--- src/rtl/idrob_pkg.sv ---
// Shared definitions for the ID->ROB mid-stage: queue depth, PC width and delay-slot FSM encoding.
package idrob_pkg;

  localparam int IDROB_DEPTH = 2;
  localparam int ADDR_BUS    = 32;

  typedef enum logic {
    DS_NORMAL = 1'b0,
    DS_WAIT   = 1'b1
  } ds_state_e;

  // One queue entry holds {payload, pc, is_delayslot, branch_pc}
  function automatic int entry_w(input int payload_w, input int addr_w);
    return payload_w + 2 * addr_w + 1;
  endfunction

endpackage

--- src/rtl/idrob_fifo.sv ---
// Two-entry synchronous FIFO with registered head data, full/empty flags and count.
module idrob_fifo
  import idrob_pkg::*;
#(
  parameter int W = 225
) (
  input  logic         clk,
  input  logic         rst,
  input  logic         flush,
  input  logic         push,
  input  logic         pop,
  input  logic [W-1:0] din,
  output logic [W-1:0] dout,
  output logic         full,
  output logic         empty,
  output logic [1:0]   count
);

  logic [W-1:0] mem_r [IDROB_DEPTH];
  logic         wr_ptr_r, rd_ptr_r;
  logic [1:0]   count_r;
  logic [W-1:0] dout_r;
  logic         full_r, empty_r;

  logic         push_s, pop_s;
  logic         wr_ptr_s, rd_ptr_s;
  logic [1:0]   count_s;
  logic [W-1:0] dout_s;

  // Next pointers/count and the head entry as it will look after this edge
  always_comb begin
    push_s   = push & ~full_r & ~flush;
    pop_s    = pop & ~empty_r & ~flush;
    wr_ptr_s = wr_ptr_r ^ push_s;
    rd_ptr_s = rd_ptr_r ^ pop_s;
    count_s  = count_r + {1'b0, push_s} - {1'b0, pop_s};
    dout_s   = '0;
    if (flush || (count_s == 2'd0)) begin
      dout_s = '0;
    end else if (push_s && (wr_ptr_r == rd_ptr_s)) begin
      dout_s = din;
    end else begin
      dout_s = mem_r[rd_ptr_s];
    end
  end

  // Storage, pointers and registered status
  always_ff @(posedge clk) begin
    if (rst) begin
      for (int i = 0; i < IDROB_DEPTH; i++) mem_r[i] <= '0;
      wr_ptr_r <= 1'b0;
      rd_ptr_r <= 1'b0;
      count_r  <= 2'd0;
      dout_r   <= '0;
      full_r   <= 1'b0;
      empty_r  <= 1'b1;
    end else if (flush) begin
      wr_ptr_r <= 1'b0;
      rd_ptr_r <= 1'b0;
      count_r  <= 2'd0;
      dout_r   <= '0;
      full_r   <= 1'b0;
      empty_r  <= 1'b1;
    end else begin
      if (push_s) mem_r[wr_ptr_r] <= din;
      wr_ptr_r <= wr_ptr_s;
      rd_ptr_r <= rd_ptr_s;
      count_r  <= count_s;
      dout_r   <= dout_s;
      full_r   <= (count_s == 2'd2);
      empty_r  <= (count_s == 2'd0);
    end
  end

  assign dout  = dout_r;
  assign full  = full_r;
  assign empty = empty_r;
  assign count = count_r;

endmodule

--- src/rtl/idrob_ctrl.sv ---
// ID->ROB mid-stage controller: 2-entry skid queue plus branch delay-slot tracking and tagging.
module idrob_ctrl
  import idrob_pkg::*;
#(
  parameter int PAYLOAD_W = 160,
  parameter int ADDR_W    = ADDR_BUS
) (
  input  logic                 clk,
  input  logic                 rst,
  input  logic                 flush,
  input  logic                 id_valid,
  output logic                 id_ready,
  input  logic [PAYLOAD_W-1:0] id_payload,
  input  logic [ADDR_W-1:0]    id_pc,
  input  logic                 id_is_next_delayslot,
  output logic                 is_current_delayslot,
  output logic                 rob_valid,
  input  logic                 rob_ready,
  output logic [PAYLOAD_W-1:0] rob_payload,
  output logic [ADDR_W-1:0]    rob_pc,
  output logic                 rob_is_delayslot,
  output logic [ADDR_W-1:0]    rob_branch_pc,
  output logic [1:0]           occupancy
);

  localparam int ENTRY_W = entry_w(PAYLOAD_W, ADDR_W);

  ds_state_e           state_r, state_s;
  logic [ADDR_W-1:0]   ds_branch_pc_r, ds_branch_pc_s;
  logic                tag_ds_s;
  logic [ADDR_W-1:0]   tag_pc_s;
  logic                push_s, pop_s;
  logic                full_s, empty_s;
  logic [ENTRY_W-1:0]  din_s, dout_s;

  // id_ready/rob_valid come straight from registered FIFO flags, so no comb path from rob_ready
  assign id_ready  = ~full_s;
  assign rob_valid = ~empty_s;
  assign push_s    = id_valid & id_ready;
  assign pop_s     = rob_valid & rob_ready;

  // Delay-slot FSM next state and tagging of the instruction being accepted
  always_comb begin
    state_s        = state_r;
    ds_branch_pc_s = ds_branch_pc_r;
    tag_ds_s       = 1'b0;
    tag_pc_s       = '0;
    case (state_r)
      DS_NORMAL: begin
        if (push_s && id_is_next_delayslot) begin
          state_s        = DS_WAIT;
          ds_branch_pc_s = id_pc;
        end else begin
          state_s = DS_NORMAL;
        end
      end
      DS_WAIT: begin
        if (push_s) begin
          tag_ds_s = 1'b1;
          tag_pc_s = ds_branch_pc_r;
          if (id_is_next_delayslot) begin
            state_s        = DS_WAIT;
            ds_branch_pc_s = id_pc;
          end else begin
            state_s        = DS_NORMAL;
            ds_branch_pc_s = '0;
          end
        end else begin
          state_s = DS_WAIT;
        end
      end
      default: begin
        state_s        = DS_NORMAL;
        ds_branch_pc_s = '0;
      end
    endcase
  end

  // FSM state and owning-branch PC registers
  always_ff @(posedge clk) begin
    if (rst) begin
      state_r        <= DS_NORMAL;
      ds_branch_pc_r <= '0;
    end else if (flush) begin
      state_r        <= DS_NORMAL;
      ds_branch_pc_r <= '0;
    end else begin
      state_r        <= state_s;
      ds_branch_pc_r <= ds_branch_pc_s;
    end
  end

  assign is_current_delayslot = (state_r == DS_WAIT);
  assign din_s = {id_payload, id_pc, tag_ds_s, tag_pc_s};

  idrob_fifo #(.W(ENTRY_W)) u_fifo (
    .clk   (clk),
    .rst   (rst),
    .flush (flush),
    .push  (push_s),
    .pop   (pop_s),
    .din   (din_s),
    .dout  (dout_s),
    .full  (full_s),
    .empty (empty_s),
    .count (occupancy)
  );

  assign {rob_payload, rob_pc, rob_is_delayslot, rob_branch_pc} = dout_s;

endmodule

--- config.mk ---
export PLATFORM = sky130hd
export DESIGN_NAME = idrob_ctrl
export DESIGN_NICKNAME = d
export VERILOG_FILES = /design/src/rtl/idrob_pkg.sv /design/src/rtl/idrob_fifo.sv /design/src/rtl/idrob_ctrl.sv
export SDC_FILE = /design/constraint.sdc
export NUM_CORES = 1
export LEC_CHECK = 0
export CAP_MARGIN = 5
export CORE_MARGIN = 4
export CORE_UTILIZATION = 30
export CTS_BUF_LIST = sky130_fd_sc_hd__clkbuf_4 sky130_fd_sc_hd__clkbuf_8 sky130_fd_sc_hd__clkbuf_16
export DETAILED_ROUTE_END_ITERATION = 12
export PLACE_DENSITY = 0.54
export SLEW_MARGIN = 10
export SYNTH_ARGS = -nofsm -noshare
export SYNTH_HDL_FRONTEND = slang
export SYNTH_SLANG_ARGS = --single-unit
export TNS_END_PERCENT = 10
--- constraint.sdc ---
create_clock -name clk -period 6.3 [get_ports clk]
set_clock_uncertainty 0.15 [all_clocks]
set_input_delay 0.63 -clock clk [delete_from_list [all_inputs] [get_ports clk]]
set_output_delay 0.63 -clock clk [all_outputs]
set_load 0.005 [all_outputs]
==> metrics.md <==
| Metric | Value |
|---|---|
| Run status | `complete, no violations` |
| Total die area | `between 90000 and 100000 µm²` |
| Rel. slew slack | `between 15 and 20%` |
| Crit path time final | `3752 ps` |
| Maximum vdd drop | `about 180 µV` |
| DRT iter0 DRCs | `between 1000 and 1500` |
| Overall Power | `between 10 and 15 mW` |
| Core ar. | `around 92000 µm²` |
| Commonest non-fill, non-tap cells in the layout | `and2_1, edfxtp_1, clkdlybuf4s50_1` |
| Starting Density | `a little over 30%` |
| Routed len/inst | `21.79 µm` |
| Final ANT Viol Nets | `0` |
| Max-cap violations | `0` |
| # Post-CTS Setup Buffers | `0` |
| P per Cell Area | `between 300 and 400 nW/µm²` |
| Layout cells sized above 1 | `around 7.4%` |
| EDFF count, synth | `450` |
| TritonCTS Buffers | `82` |
| CTS resizes | `0` |
| CP startpoint kind | `input pin` |
| # setup viols final | `0` |
| CTS tree | `done` |
| Period utilisation layout | `59.55%` |
| Area delta synth->final | `30.05%` |
| Fin Setup TNS | `0 ps` |
| Slowest-stage cell, CP | `or2_4` |
| Die X | `approximately 310 µm` |
| Post-synthesis average cell area | `12.99 µm²` |
| Synthesized instance count | `~2200` |
| Critical Path Fanout Max | `77` |
| Yosys warnings | `0` |
| Syn_nets | `around 2400` |
| Cell family with most CP delay | `buffers and inverters` |
| Final worst setup slack | `2548 ps` |
| Port buffer count | `~430` |
| Fmax | `between 200 and 300 MHz` |
| Pleak | `13.96 nW` |
| Synthesized flop and latch total | `between 700 and 800` |
| Clock Path Buffers | `3` |
| Critical path cell sequence | `clkdlybuf4s50_1 -> nor2_1 -> nand3_4 -> buf_4 -> or2_4 -> buf_12 -> a311oi_1` |
| GRT Util Overall | `roughly 16%` |
| Htree depth | `3` |
| Drt drc | `0` |
| WS Path Type | `input pin to register` |
| Max incr delay on CP | `1000 ps` |
| Worst setup EP type | `register` |
| Register area share after synthesis | `66.98%` |
| Root buf cell | `clkbuf_16` |
| WP data required | `roughly 6600 ps` |
| Synthesized area | `28070 µm²` |
| Drt pass-1 iters | `5` |
| Async S/R FF share, synth | `0%` |
| Layout net count | `between 2000 and 3000` |
| Worst endpoint data arrival time | `just over 4000 ps` |
| Num rows | `111` |
| Synth Flop Type | `edfxtp_1` |
| # clock sinks | `a little over 700` |
| Post-CTS Hold Fix Bufs | `0` |
| Dpl hpwl | `between 40 and 50 mm` |
| Largest net degree at the start of global routing | `about 190` |
| Routability-driven placement congestion ratio | `around 0.79` |
| Vias | `between 15000 and 20000` |
| First-pass GRT wire length | `about 120 mm` |
| RSZ-0062 raised after global routing | `no` |
| Worst-Skew Late Latency | `620 ps` |
| Worst-path clk slew | `60 ps` |
| # IOs | `about 430` |
| Vias in the first global route | `approximately 19000` |
| Fin. max-slew vios | `0` |
| Worst Tran Pin Value | `around 1200 ps` |
| Post-Place Setup Slack | `1780 ps` |
| Final hold violation count | `0` |
| Initial antenna violation count | `5` |
| Height of the die | `approximately 310 µm` |
| Distinct cells, synth | `30` |
| Min-Delay Path Class | `register to register` |
| Crit path buf inv count | `3` |
| Final hold slack | `385.7 ps` |
| Total global routing overflow | `0` |
| Detailed Route WL | `around 83 mm` |
| Detail-routed via count per cell | `between 4 and 5` |
-- power breakdown --
group	switching, mW	internal (mW)
sequential	0.0646	5.18
combinational	0.427	0.315
clock	1.93	3.05
-- flip-flops by register name, summed over array words and instances (netlist names), named ones only --
signal and cells:
u_fifo.mem_r 450, u_fifo.dout 225, ds_branch_pc_r 32, u_fifo.count 2, u_fifo.empty 1, u_fifo.full 1, u_fifo.rd_ptr_r 1, u_fifo.wr_ptr_r 1
-- cells in the mapped netlist (all sizes together), types with 3 or more instances --
| cell | n | area [µm²] |
|---|---|---|
| buf | 26 | 127.6 |
| a211oi | 225 | 1689 |
| nor3 | 193 | 965.9 |
| mux2i | 193 | 1932 |
| edfxtp | 450 | 13510 |
| nand2 | 64 | 240.2 |
| a311oi | 32 | 280.3 |
| and2 | 450 | 2815 |
| a22oi | 32 | 240.2 |
| or2 | 3 | 18.77 |
| clkbuf | 163 | 611.8 |
| inv | 5 | 18.77 |
| xnor2 | 6 | 60.06 |
| nor2 | 40 | 150.1 |
| dfxtp | 264 | 5285 |
-- layer usage --
| metal | up-vias | share of wire (%) | GRT usage (%) |
|---|---|---|---|
| met3 | 113 | 5.6 | 3.125 |
| li1 | 8590 | - | - |
| met1 | 9390 | 42 | 21.32 |
| met5 | - | 0.011 | 0 |
| met4 | 2 | 2.3 | 4.956 |
| met2 | 487 | 50 | 27.70 |
-- tightest hold or removal path, stage by stage, from the launching register on --
cell and delay (ps):
edfxtp_1 350, nand2_1 70, a311oi_1 80
-- final cells by class --
class                      instances  area, µm²
antenna                            4      10.01
clock buffer                     121       2461
clock inverter                    31      410.4
fill                            8728      55720
inverter                           5      18.77
multi-input combinational       1252       8608
sequential                       714      18800
tap                             1243       1555
timing repair buffer             452       4637
-- cells by family (layout without fill, tap and decap cells) --
kind of cell	Yosys count	count (layout)	share of synthesized area [%]
muxes	193	193	6.883
DFF	714	714	66.98
and+or+nand+nor	758	758	15.17
adders and majority gates	2	2	0.08915
xor gates and xnor gates	7	7	0.2452
other	0	4	0
buffers and inverters	194	609	2.702
AOI/OAI and AO/OA	292	292	7.935
-- worst paths after layout --
kind / from / to / slack [ps] / cells after the start
max: flush / u_fifo.dout[4]$_SDFF_PP0_ / 2550 / 7
min: u_fifo.mem_r[0][6]$_SDFFCE_PN0P_ / u_fifo.dout[6]$_SDFF_PP0_ / 390 / 2
max reg2reg: u_fifo.full$_SDFF_PP0_ / u_fifo.dout[4]$_SDFF_PP0_ / 2850 / 6
min reg2reg: u_fifo.mem_r[0][6]$_SDFFCE_PN0P_ / u_fifo.dout[6]$_SDFF_PP0_ / 390 / 2
-- stage by stage --
step	area (µm²)	util (%)	instances
after floorplan	28070	-	2160
after global placement	33620	36.45	3666
after detailed placement	33620	36.45	3666
after CTS	36490	39.57	3818
after global routing	36490	39.57	3820
final	36500	39.58	3822
Power figures use the tool's default switching activity.
